`src/rtl/branch_predictor.sv`:
```
// Bimodal branch predictor: 2-bit saturating counters indexed by pc[TABLE_BITS+1:2], one-cycle registered prediction.
// Optional statistics counters are enabled by defining BRANCH_PREDICTOR_STATS_EN.
module branch_predictor #(
    parameter int PC_W       = 64,
    parameter int TABLE_BITS = 6
) (
    input  logic                  clk,
    input  logic                  rst,
    input  logic                  enable,
    input  logic                  flush,
    input  logic [PC_W-1:0]       fetch_pc,
    input  logic [6:0]            fetch_opcode,
    input  logic                  upd_valid,
    input  logic [PC_W-1:0]       upd_pc,
    input  logic                  upd_taken,
    input  logic                  upd_pred,
    output logic                  pred_taken,
    output logic [TABLE_BITS-1:0] pred_index
`ifdef BRANCH_PREDICTOR_STATS_EN
    ,
    output logic [31:0]           stat_branches,
    output logic [31:0]           stat_mispredicts
`endif
);
    localparam int         ENTRIES   = 1 << TABLE_BITS;
    localparam logic [6:0] OP_BRANCH = 7'b1100011;
    localparam logic [1:0] CTR_RESET = 2'b01;

    function automatic logic [1:0] sat_counter(input logic [1:0] ctr, input logic taken);
        if (taken)
            return (ctr == 2'b11) ? ctr : ctr + 2'd1;
        else
            return (ctr == 2'b00) ? ctr : ctr - 2'd1;
    endfunction

    logic [1:0]            r_table [ENTRIES];
    logic [TABLE_BITS-1:0] w_fetch_idx;
    logic [TABLE_BITS-1:0] w_upd_idx;
    logic [1:0]            w_upd_ctr;
    logic [1:0]            w_lookup_ctr;
    logic                  w_pred_taken;
    logic                  r_pred_taken_p1;
    logic [TABLE_BITS-1:0] r_pred_index_p1;

    assign w_fetch_idx = fetch_pc[TABLE_BITS+1:2];
    assign w_upd_idx   = upd_pc[TABLE_BITS+1:2];
    assign w_upd_ctr   = sat_counter(r_table[w_upd_idx], upd_taken);

    // A same-cycle update to the looked-up entry is forwarded so the lookup sees the post-update counter.
    assign w_lookup_ctr = (upd_valid && (w_upd_idx == w_fetch_idx)) ? w_upd_ctr : r_table[w_fetch_idx];
    assign w_pred_taken = (fetch_opcode == OP_BRANCH) && w_lookup_ctr[1];

    always_ff @(posedge clk) begin
        if (rst) begin
            for (int i = 0; i < ENTRIES; i++)
                r_table[i] <= CTR_RESET;
        end else if (upd_valid) begin
            r_table[w_upd_idx] <= w_upd_ctr;
        end
    end

    // Stage p1: IF/ID-aligned prediction register.
    always_ff @(posedge clk) begin
        if (rst) begin
            r_pred_taken_p1 <= 1'b0;
            r_pred_index_p1 <= '0;
        end else if (flush) begin
            r_pred_taken_p1 <= 1'b0;
            r_pred_index_p1 <= '0;
        end else if (enable) begin
            r_pred_taken_p1 <= w_pred_taken;
            r_pred_index_p1 <= w_fetch_idx;
        end
    end

    assign pred_taken = r_pred_taken_p1;
    assign pred_index = r_pred_index_p1;

`ifdef BRANCH_PREDICTOR_STATS_EN
    function automatic logic [31:0] sat_inc32(input logic [31:0] v);
        return (v == 32'hFFFF_FFFF) ? v : v + 32'd1;
    endfunction

    logic [31:0] r_stat_branches;
    logic [31:0] r_stat_mispredicts;

    always_ff @(posedge clk) begin
        if (rst) begin
            r_stat_branches    <= '0;
            r_stat_mispredicts <= '0;
        end else if (upd_valid) begin
            r_stat_branches <= sat_inc32(r_stat_branches);
            if (upd_taken != upd_pred)
                r_stat_mispredicts <= sat_inc32(r_stat_mispredicts);
        end
    end

    assign stat_branches    = r_stat_branches;
    assign stat_mispredicts = r_stat_mispredicts;

    logic w_unused;
    assign w_unused = ^{fetch_pc[PC_W-1:TABLE_BITS+2], fetch_pc[1:0],
                        upd_pc[PC_W-1:TABLE_BITS+2], upd_pc[1:0]};
`else
    logic w_unused;
    assign w_unused = ^{fetch_pc[PC_W-1:TABLE_BITS+2], fetch_pc[1:0],
                        upd_pc[PC_W-1:TABLE_BITS+2], upd_pc[1:0], upd_pred};
`endif

endmodule

```
`config.mk`:
```
export PLATFORM = sky130hd
export DESIGN_NAME = branch_predictor
export DESIGN_NICKNAME = d
export VERILOG_FILES = /design/src/rtl/branch_predictor.sv
export SDC_FILE = /design/constraint.sdc
export NUM_CORES = 1
export LEC_CHECK = 0
export ABC_CLOCK_PERIOD_IN_PS = 7150
export BUFFER_PORTS_ARGS = -buffer_cell sky130_fd_sc_hd__buf_2
export CAP_MARGIN = 20
export CORE_MARGIN = 3
export CORE_UTILIZATION = 45
export DETAILED_ROUTE_END_ITERATION = 10
export PLACE_DENSITY = 0.7
export REMOVE_ABC_BUFFERS = 1
export SLEW_MARGIN = 15
export SYNTH_ARGS = -nofsm -noshare
export SYNTH_HDL_FRONTEND = slang
export SYNTH_SLANG_ARGS = --single-unit
```
`constraint.sdc`:
```
create_clock -name clk -period 7.15 [get_ports clk]
set_input_delay 0.3575 -clock clk [delete_from_list [all_inputs] [get_ports clk]]
set_output_delay 0.3575 -clock clk [all_outputs]
set_load 0.02 [all_outputs]
```
Word-level counts from Yosys, hierarchy flattened
Memory sizes are Yosys's and may differ from the RTL's.
Cells that the tools add are included.
- reductions and logical operators: 5
- equality and inequality tests: 3
- add/subtract/negate cells: 2
- muxes and demuxes: 12
- operators by type and width (kind ; count):
    $mux 2 ; 5
    $eq 7x7->1 const B ; 1
    $eq 6x6->1 ; 1
    $mux 1 ; 6
    $mux 6 ; 1
    $reduce_or 2->1 ; 2
    $add 2x1->2 const B ; 1
    $eq 2x2->1 const B ; 1
    $logic_and 1x1->1 ; 2
    $logic_not 2->1 ; 1
    $sub 2x1->2 const B ; 1
- logic and storage cells: 25
- input port bits: 142
- memories kept: 1
- output and inout port bits: 7
- register bits: 7
- bits in writable memories: 128
- memory list (memory ; depth ; width ; rd ports ; clocked after memory_dff ; wr ports ; RTL line ; source):
    r_table ; 64 ; 2 ; 2 ; 0 ; 64 ; 36 ; logic [1:0] r_table [ENTRIES];

Logic depth before layout (Yosys ltp)
Gate-level depths: netlist of run 1.
An unclocked memory read counts as a cell.
- word-level depth: 6
- mapped depth: 13
- mapped depth without buffers: 7

Worst setup path before layout of run 1
OpenSTA, ideal clock, no wires.
- path type: input-to-reg
- start: input port upd_pc[4]
- end: memory r_table[22][1], data pin
- setup slack: 4.674 ns
- data required time: 6.876 ns
- library setup time: 0.274 ns
- path buffers: 4
- arrival: 2.202 ns
- cell stages on the path: 11
- path through: buf_6 buf_6 mux2_4 a32o_1 a211oi_1 o22ai_1 nor3b_2 maj3_2 buf_6 buf_8 nor3_2
- RTL lines (item ; RTL line ; source):
    from (decl) ; 14 ; input logic [PC_W-1:0] upd_pc,
    to (decl) ; 36 ;

==> metrics.csv, run 1 <==
stage;metric;value;unit
status;status;finished, final reports clean;
cells_and_area;syn2layout_area_growth;7.86;%
routing;num_vias;5689;
worst_hold_path;hold_path.class;in -> reg;
synth;netlist_instances;639;
global_routing;grt_pass1_vias;5341;
clock_tree;clk_pin_slew;0.06;ns
clock_tree;cts_tree;built;
synth;async_flop_share;0;%
synth;syn_area;7810;µm²
synth;synth-main-ff-cell;edfxtp_1;
cells_and_area;instances_no_fill;861;
sta;fin_skew;0.00484;ns
cells_and_area;multi_input_area;3330;µm²
cells_and_area;ff_latch_area;3980;µm²
synth;synth_edf_count;128;
sta;rsz0062_at_grt;no;
worst_hold_path;hp-start;fetch_pc[7];
die;die_x;138;µm
cells_and_area;nets;770;
critical_path;worstPathArrival;3.71;ns
clock_tree;cts_setup_buffers;0;
synth;yosysWarnings;0;
sta;finalMaxSlewViolations;0;
die;row_count;47;
routing;avgViaCountPerCell;6.61;
clock_tree;hold_buffers;0;
die;die_h;138;µm
sta;max_freq;279;MHz
routing;wl_per_cell;24.4;µm
cells_and_area;fillers;1420;
clock_tree;clk_latency;0.43;ns
clock_tree;cts_max_path_buffers;2;
global_routing;grt_antenna_before_repair;0;
power_and_ir_drop;p_per_area;233;nW/µm²
power_and_ir_drop;p_total;0.00196;W
clock_tree;htree_num_levels;4;
global_routing;overflow;0;
cells_and_area;diodes;0;
sta;setup_tns;0;ns
critical_path;crit_fanout;64;
critical_path;worstSetupEndpointType;flip-flop;
place;placed_area;7830;µm²
place;place_congestion;0.896;
routing;first_pass_iters;5;
sta;setup_viol;0;
critical_path;r2r-end;r_table[25][0];
die;start_util;46.6;%
routing;drtAntennaViolNets;0;
sta;maxSlewHeadroom;33.0;%
synth;ys_seq_elements;135;
sta;hold_viol;0;
routing;route.detailed.drc;0;
die;die_area;19000;µm²
power_and_ir_drop;peakVddDrop;0.160;mV
global_routing;grt_pass1_wl;31.5;mm
critical_path;cp.required;7.28;ns
clock_tree;cts_buffers;17;
sta;fin_crit;3.58;ns
die;core_region_area;16800;µm²
place;dp_cells;826;
clock_tree;clock_sinks;135;
critical_path;path_class;in -> reg;
power_and_ir_drop;p_leak;2.50;nW
routing;drt_wl_total;21.0;mm
sta;worst-slew-pin-transition;1.00;ns
die;ioPinCount;149;
critical_path;rr_startpoint;r_table[1][1];
sta;period_share;50.1;%
critical_path;worstRegToRegCells;8;
worst_hold_path;hold-path-endpoint;pred_index[5];
place;hpwl;13.1;mm
place;port_buffers;31;
clock_tree;cts-resized-gates;0;
critical_path;rrSetupSlack;4.02;ns
global_routing;grt_usage;22.5;%
clock_tree;cts-root-buf;clkbuf_16;
sta;hold_ws;0.284;ns
synth;ys_types;62;
run;cap_violations;0;
critical_path;startpoint_type;input pin;
global_routing;grt_start_max_net_pins;69;
cells_and_area;postLayoutCellArea;8430;µm²
synth;avgSynthCellArea;12.2;µm²
synth;synth.yosys.seq_area_share;51.0;%
cells_and_area;drive_above_1_share;28.9;%
worst_hold_path;hold_depth;3;
routing;drt_iter0_markers;869;
[power by group]
group          switching, W  internal (W)  leakage [nW]
combinational      0.000170     0.0000722          1.03
clock              0.000325      0.000504         0.264
sequential        0.0000104      0.000883          1.21
[critical path, stage by stage]
cell and delay (ns):
buf_2 0.64, nor2b_1 0.39, a32o_1 0.36, a211oi_1 0.37
o22ai_1 0.19, nor3b_2 0.34, maj3_2 0.25, buf_4 0.58
nand3_1 0.18
[per-stage QoR]
stage | setup WS (ns) | util (%)
2_1_floorplan | 4.08 | -
3_3_place_gp | 3.14 | 46.6
3_5_place_dp | 3.06 | 46.7
4_1_cts | 3.51 | 50.0
5_1_grt | 3.43 | 50.3
6_report | 3.57 | 50.3
[registers in the layout, indices dropped and copies added (netlist names)]
signal      flops
r_table       128
pred_taken      1
pred_index      6
[worst max-delay path by stage]
stage,start,endpoint,slack (ns)
detailed placement,upd_pc[2],r_table[3][1],3.06
finish,upd_pc[2],r_table[25][0],3.57
global route,upd_pc[2],r_table[25][0],3.43
global placement,upd_pc[2],r_table[2][1],3.14
floorplan,upd_pc[2],r_table[0][1],4.08
CTS,upd_pc[2],r_table[3][1],3.51
[metal layers]
metal / global-route usage [%] / vias to the layer above / share of wire (%)
li1: - / 2438 / -
met1: 30.6 / 2790 / 38
met2: 36.0 / 407 / 48
met3: 5.00 / 54 / 11
met4: 7.24 / 0 / 2.7
met5: 0 / - / 0
[layout make-up]
| cell class | instances | area share (%) |
|---|---|---|
| timing repair buffer | 42 | 3.13 |
| clock inverter | 12 | 1.31 |
| clock buffer | 20 | 5.18 |
| sequential | 135 | 47.3 |
| tap | 220 | 3.27 |
| inverter | 7 | 0.312 |
| multi-input combinational | 425 | 39.5 |
[Yosys cell counts (10+ instances only)]
cell type	number	area, µm²
buf_6	14	158
nor3_2	59	591
mux2_2	11	124
clkbuf_1	35	131
nand3_1	55	275
nand2_1	46	173
mux4_2	30	676
o21ai_0	66	330
mux2i_1	22	220
nor2_1	39	146
edfxtp_1	128	3840
buf_2	10	50.1
[kinds of logic (layout without fill, tap and decap cells)]
family,count (synthesis),in the layout,share of synthesized area (%)
AO/OA/AOI/OAI,112,112,8.97
adder cells (fa/ha/maj),2,2,0.288
AND/OR/NAND/NOR,239,239,18.8
XOR/XNOR,6,6,0.673
buffers and inverters,79,81,6.41
multiplexers,66,66,13.9
flip-flops,135,135,51.0
[layout by cell type, fill, tap and decap left out, types with 2 or more instances in the layout]
master / instances
and2_1: 2
a221oi_2: 2
nand3_1: 55
a211oi_1: 6
o21ai_0: 66
clkbuf_1: 3
dfxtp_1: 7
nor2b_1: 4
a22oi_1: 3
mux2i_1: 22
nor2_1: 39
o2111ai_1: 3
clkinv_2: 4
inv_1: 6
nand2_1: 46
a21oi_1: 5
or3b_2: 2
mux4_2: 30
mux2_2: 11
edfxtp_1: 128
nor2_2: 2
or2_2: 3
clkinvlp_4: 2
buf_4: 6
a221oi_1: 6
nor3_1: 7
buf_2: 33
xor2_1: 3
xnor2_1: 3
o22ai_1: 6
and3_1: 5
nand4_1: 2
mux4_1: 2
clkbuf_16: 17
nor3b_1: 2
bufinv_16: 2
nor3b_2: 3
clkinv_1: 4
a32o_1: 2
nor3_2: 59
Note: power is estimated with default switching activity, not from simulation.
==> inputs of run 2 (changes only) <==
--- a/config.mk
+++ b/config.mk
@@ -5,13 +5,14 @@
 export SDC_FILE = /design/constraint.sdc
 export NUM_CORES = 1
 export LEC_CHECK = 0
-export ABC_CLOCK_PERIOD_IN_PS = 7150
+export ABC_AREA = 1
+export ABC_CLOCK_PERIOD_IN_PS = 3050
 export BUFFER_PORTS_ARGS = -buffer_cell sky130_fd_sc_hd__buf_2
 export CAP_MARGIN = 20
 export CORE_MARGIN = 3
 export CORE_UTILIZATION = 45
 export DETAILED_ROUTE_END_ITERATION = 10
-export PLACE_DENSITY = 0.7
+export PLACE_DENSITY = 0.72
 export REMOVE_ABC_BUFFERS = 1
 export SLEW_MARGIN = 15
 export SYNTH_ARGS = -nofsm -noshare
==> constraint.sdc (replaced) <==
create_clock -name clk -period 3.05 [get_ports clk]
set_input_delay 0.1525 -clock clk [delete_from_list [all_inputs] [get_ports clk]]
set_output_delay 0.1525 -clock clk [all_outputs]
set_load 0.02 [all_outputs]
==> metrics.csv, run 2 <==
stage;metric;value;unit;change
power_and_ir_drop;p_leak;3.69;nW;was 2.50 nW
synth;syn_area;7930;µm²;was 7810 µm²
routing;route.detailed.drc;0;;unchanged
cells_and_area;largest-register;r_table;;unchanged
run;cap_violations;0;;unchanged
routing;first_pass_iters;7;;was 5
die;start_util;46.8;%;was 46.6%
synth;synth_edf_count;128;;unchanged
critical_path;path_class;reg -> reg;;was in -> reg
cells_and_area;instances_no_fill;1339;;was 861
power_and_ir_drop;peakVddDrop;0.397;mV;was 0.160 mV
die;die_h;139;µm;was 138 µm
die;row_count;47;;unchanged
worst_hold_path;hold_path.class;in -> reg;;unchanged
global_routing;grt_start_max_net_pins;65;;was 69
cells_and_area;largest_reg_flops;128;;unchanged
power_and_ir_drop;p_per_area;554;nW/µm²;was 233 nW/µm²
cells_and_area;diodes;0;;unchanged
synth;synth_top_area_share;48.5;%;was 49.2%
die;die_x;139;µm;was 138 µm
place;place_congestion;0.953;;was 0.896
clock_tree;clk_latency;0.42;ns;was 0.43 ns
global_routing;grt_pass1_vias;6509;;was 5341
clock_tree;clock_sinks;135;;unchanged
cells_and_area;syn2layout_area_growth;11.8;%;was 7.86%
synth;avgSynthCellArea;7.25;µm²;was 12.2 µm²
critical_path;cp.required;3.21;ns;was 7.28 ns
worst_hold_path;hold_depth;4;;was 3
cells_and_area;drive_above_1_share;8.04;%;was 28.9%
cells_and_area;fillers;1606;;was 1420
routing;drt_iter0_markers;859;;was 869
critical_path;worstPathArrival;2.27;ns;was 3.71 ns
power_and_ir_drop;p_total;0.00491;W;was 0.00196 W
synth;netlist_instances;1094;;was 639
clock_tree;cts_setup_buffers;0;;unchanged
sta;hold_ws;0.0328;ns;was 0.284 ns
global_routing;overflow;0;;unchanged
critical_path;worstRegToRegCells;15;;was 8
synth;yosysWarnings;0;;unchanged
place;dp_cells;1307;;was 826
synth;synth_compound_area_share;3.00;%;was 8.97%
place;port_buffers;31;;unchanged
routing;num_vias;7038;;was 5689
sta;finalMaxSlewViolations;0;;unchanged
sta;maxSlewHeadroom;47.0;%;was 33.0%
sta;fin_crit;2.10;ns;
synth;netlist_top_cells_count;nand2_1 (466), nor2_1 (157), inv_1 (135);;was edfxtp_1 (128), o21ai_0 (66), nor3_2 (59)
die;die_area;19200;µm²;was 19000 µm²
synth;yosysTopAreaCell;edfxtp_1;;unchanged
sta;fin_skew;0.00710;ns;was 0.00484 ns
clock_tree;cts-root-buf;clkbuf_16;;unchanged
synth;synth-xor-area-share;0.110;%;was 0.673%
global_routing;use_met3;4.83;%;was 5.00%
synth;ys_seq_elements;135;;unchanged
global_routing;grt_use_met1;28.4;%;was 30.6%
routing;wl_per_cell;16.2;µm;was 24.4 µm
clock_tree;cts-resized-gates;0;;unchanged
clock_tree;cts_max_path_buffers;2;;unchanged
routing;avgViaCountPerCell;5.26;;was 6.61
synth;yosysMostFrequentCell;nand2_1;;was edfxtp_1
synth;synth-main-ff-cell;edfxtp_1;;unchanged
synth;synth.yosys.seq_area_share;50.3;%;was 51.0%
synth;muxShareOfSynthArea;0;%;was 13.9%
clock_tree;htree_num_levels;4;;unchanged
sta;rsz0062_at_grt;no;;unchanged
critical_path;cp.depth;15;;was 9
critical_path;worstSetupEndpointType;flip-flop;;unchanged
sta;max_freq;475;MHz;
clock_tree;cts_tree;built;;unchanged
sta;period_share;69.0;%;
global_routing;grt_usage;22.5;%;about the same
critical_path;crit_fanout;21;;was 64
critical_path;cpMostUsedCell;nand2_1;;
critical_path;startpoint_type;flip-flop;;was input pin
synth;synth_top_family_by_area;simple AND/OR/NAND/NOR gates;;unchanged
place;hpwl;14.0;mm;was 13.1 mm
clock_tree;clk_pin_slew;0.06;ns;about the same
sta;setup_tns;0;ns;unchanged
global_routing;grt_pass1_wl;33.7;mm;was 31.5 mm
status;status;finished, final reports clean;;unchanged
clock_tree;hold_buffers;0;;unchanged
place;placed_area;8230;µm²;was 7830 µm²
routing;drtAntennaViolNets;0;;unchanged
die;core_region_area;16900;µm²;was 16800 µm²
synth;async_flop_share;0;%;unchanged
synth;synthTopCellsByArea;edfxtp_1 (48%), nand2_1 (22%), nor2_1 (7.4%);;was edfxtp_1 (49%), mux4_2 (8.6%), nor3_2 (7.6%)
sta;hold_viol;0;;unchanged
critical_path;slowest_delay;0.41;ns;was 0.64 ns
clock_tree;cts_buffers;17;;unchanged
critical_path;slowest_stage;edfxtp_1;;was buf_2
critical_path;path_cells;nand2_1 > nand2_1 > nand2_1 > nand2_1 > nand2_1 > nand2_1 > nand2_1 > nand2_1 > nor2_1 > nand3b_1 > nand2_1 > nand2_1 > inv_2 > buf_4 > nand2_1;;was buf_2 > nor2b_1 > a32o_1 > a211oi_1 > o22ai_1 > nor3b_2 > maj3_2 > buf_4 > nand3_1
global_routing;grt_use_met2;37.5;%;was 36.0%
sta;worst-slew-pin-transition;0.794;ns;was 1.00 ns
synth;ys_types;28;;was 62
cells_and_area;layout_common_cells;nand2_1 (465), nor2_1 (157), inv_1 (134);;was edfxtp_1 (128), o21ai_0 (66), nor3_2 (59)
routing;drt_wl_total;21.7;mm;was 21.0 mm
synth;synthSimpleGateAreaFrac;36.2;%;was 18.8%
synth;synth_fa_ha_area_share;0;%;was 0.288%
global_routing;top_usage_layer;met2;;unchanged
cells_and_area;postLayoutCellArea;8870;µm²;was 8430 µm²
critical_path;crit_family;simple AND/OR/NAND/NOR gates;;was buffers and inverters
cells_and_area;final_common_cell;nand2_1;;was edfxtp_1
global_routing;grt_antenna_before_repair;0;;unchanged
cells_and_area;nets;1248;;was 770
sta;setup_viol;0;;unchanged
die;ioPinCount;149;;unchanged
critical_path;crit_buf_inv;2;;unchanged
-- run 2: cell types whose count changed after synthesis, moves of 30 or more --
cell | previous run | this run
mux4_2 | 30 | 0
inv_1 | 6 | 135
nor3_2 | 59 | 0
nor2_1 | 39 | 157
nand2_1 | 46 | 466
o21ai_0 | 66 | 13
-- run 2: area by class of cell --
| class | instances | area, µm² | area share, % |
|---|---|---|---|
| clock buffers | 20 | 467 | 5.26 |
| clock inverters | 12 | 174 | 1.96 |
| inverters | 140 | 526 | 5.93 |
| multi-input cells | 765 | 3120 | 35.1 |
| flip-flops and latches | 135 | 3980 | 44.9 |
| well taps | 220 | 275 | 3.10 |
| repair buffers | 47 | 325 | 3.67 |
-- run 2: worst paths after layout --
path,startpoint,to,slack (ns)
worst max-delay path,r_table[63][1],r_table[20][0],0.95
worst min-delay path,flush,pred_index[0],0.03
worst max register to register,r_table[63][1],r_table[20][0],0.95
worst min register to register,pred_taken,pred_taken,0.47
-- run 2: cell families (layout without fill, tap and decap cells) --
| logic type | count (synthesis) | count (layout) |
|---|---|---|
| buf+inv | 194 | 219 |
| simple gates | 723 | 723 |
| flops | 135 | 135 |
| compound gates | 41 | 41 |
| xor+xnor | 1 | 1 |
-- run 2: per-layer routing --
| layer | wire (µm) | up-vias |
|---|---|---|
| li1 | - | 3435 |
| met1 | 8380 | 3193 |
| met2 | 10500 | 357 |
| met3 | 2140 | 53 |
| met4 | 672 | 0 |
| met5 | 0 | - |
-- run 2: through the flow --
stage	utilization, %	setup slack (ns)
6_report	52.3	0.946
3_3_place_gp	48.6	0.618
4_1_cts	52.3	0.990
5_1_grt	52.3	0.740
3_5_place_dp	48.6	0.581
2_1_floorplan	-	0.328
-- run 2: worst reg2reg max path, stage by stage (launching register included) --
cell and delay, ns:
edfxtp_1 0.41, nand2_1 0.09, nand2_1 0.06, nand2_1 0.05, nand2_1 0.05, nand2_1 0.06
nand2_1 0.08, nand2_1 0.06, nand2_1 0.05, nor2_1 0.22, nand3b_1 0.15, nand2_1 0.08
nand2_1 0.05, inv_2 0.07, buf_4 0.26, nand2_1 0.10
-- run 2: power by group --
group / internal, W / leakage [nW] / switching (W) / total, W
clock network: 0.00143 / 0.304 / 0.000781 / 0.00221
registers: 0.00207 / 1.21 / 0.0000186 / 0.00209
logic: 0.000164 / 2.18 / 0.000447 / 0.000612
total: 0.00366 / 3.69 / 0.00125 / 0.00491
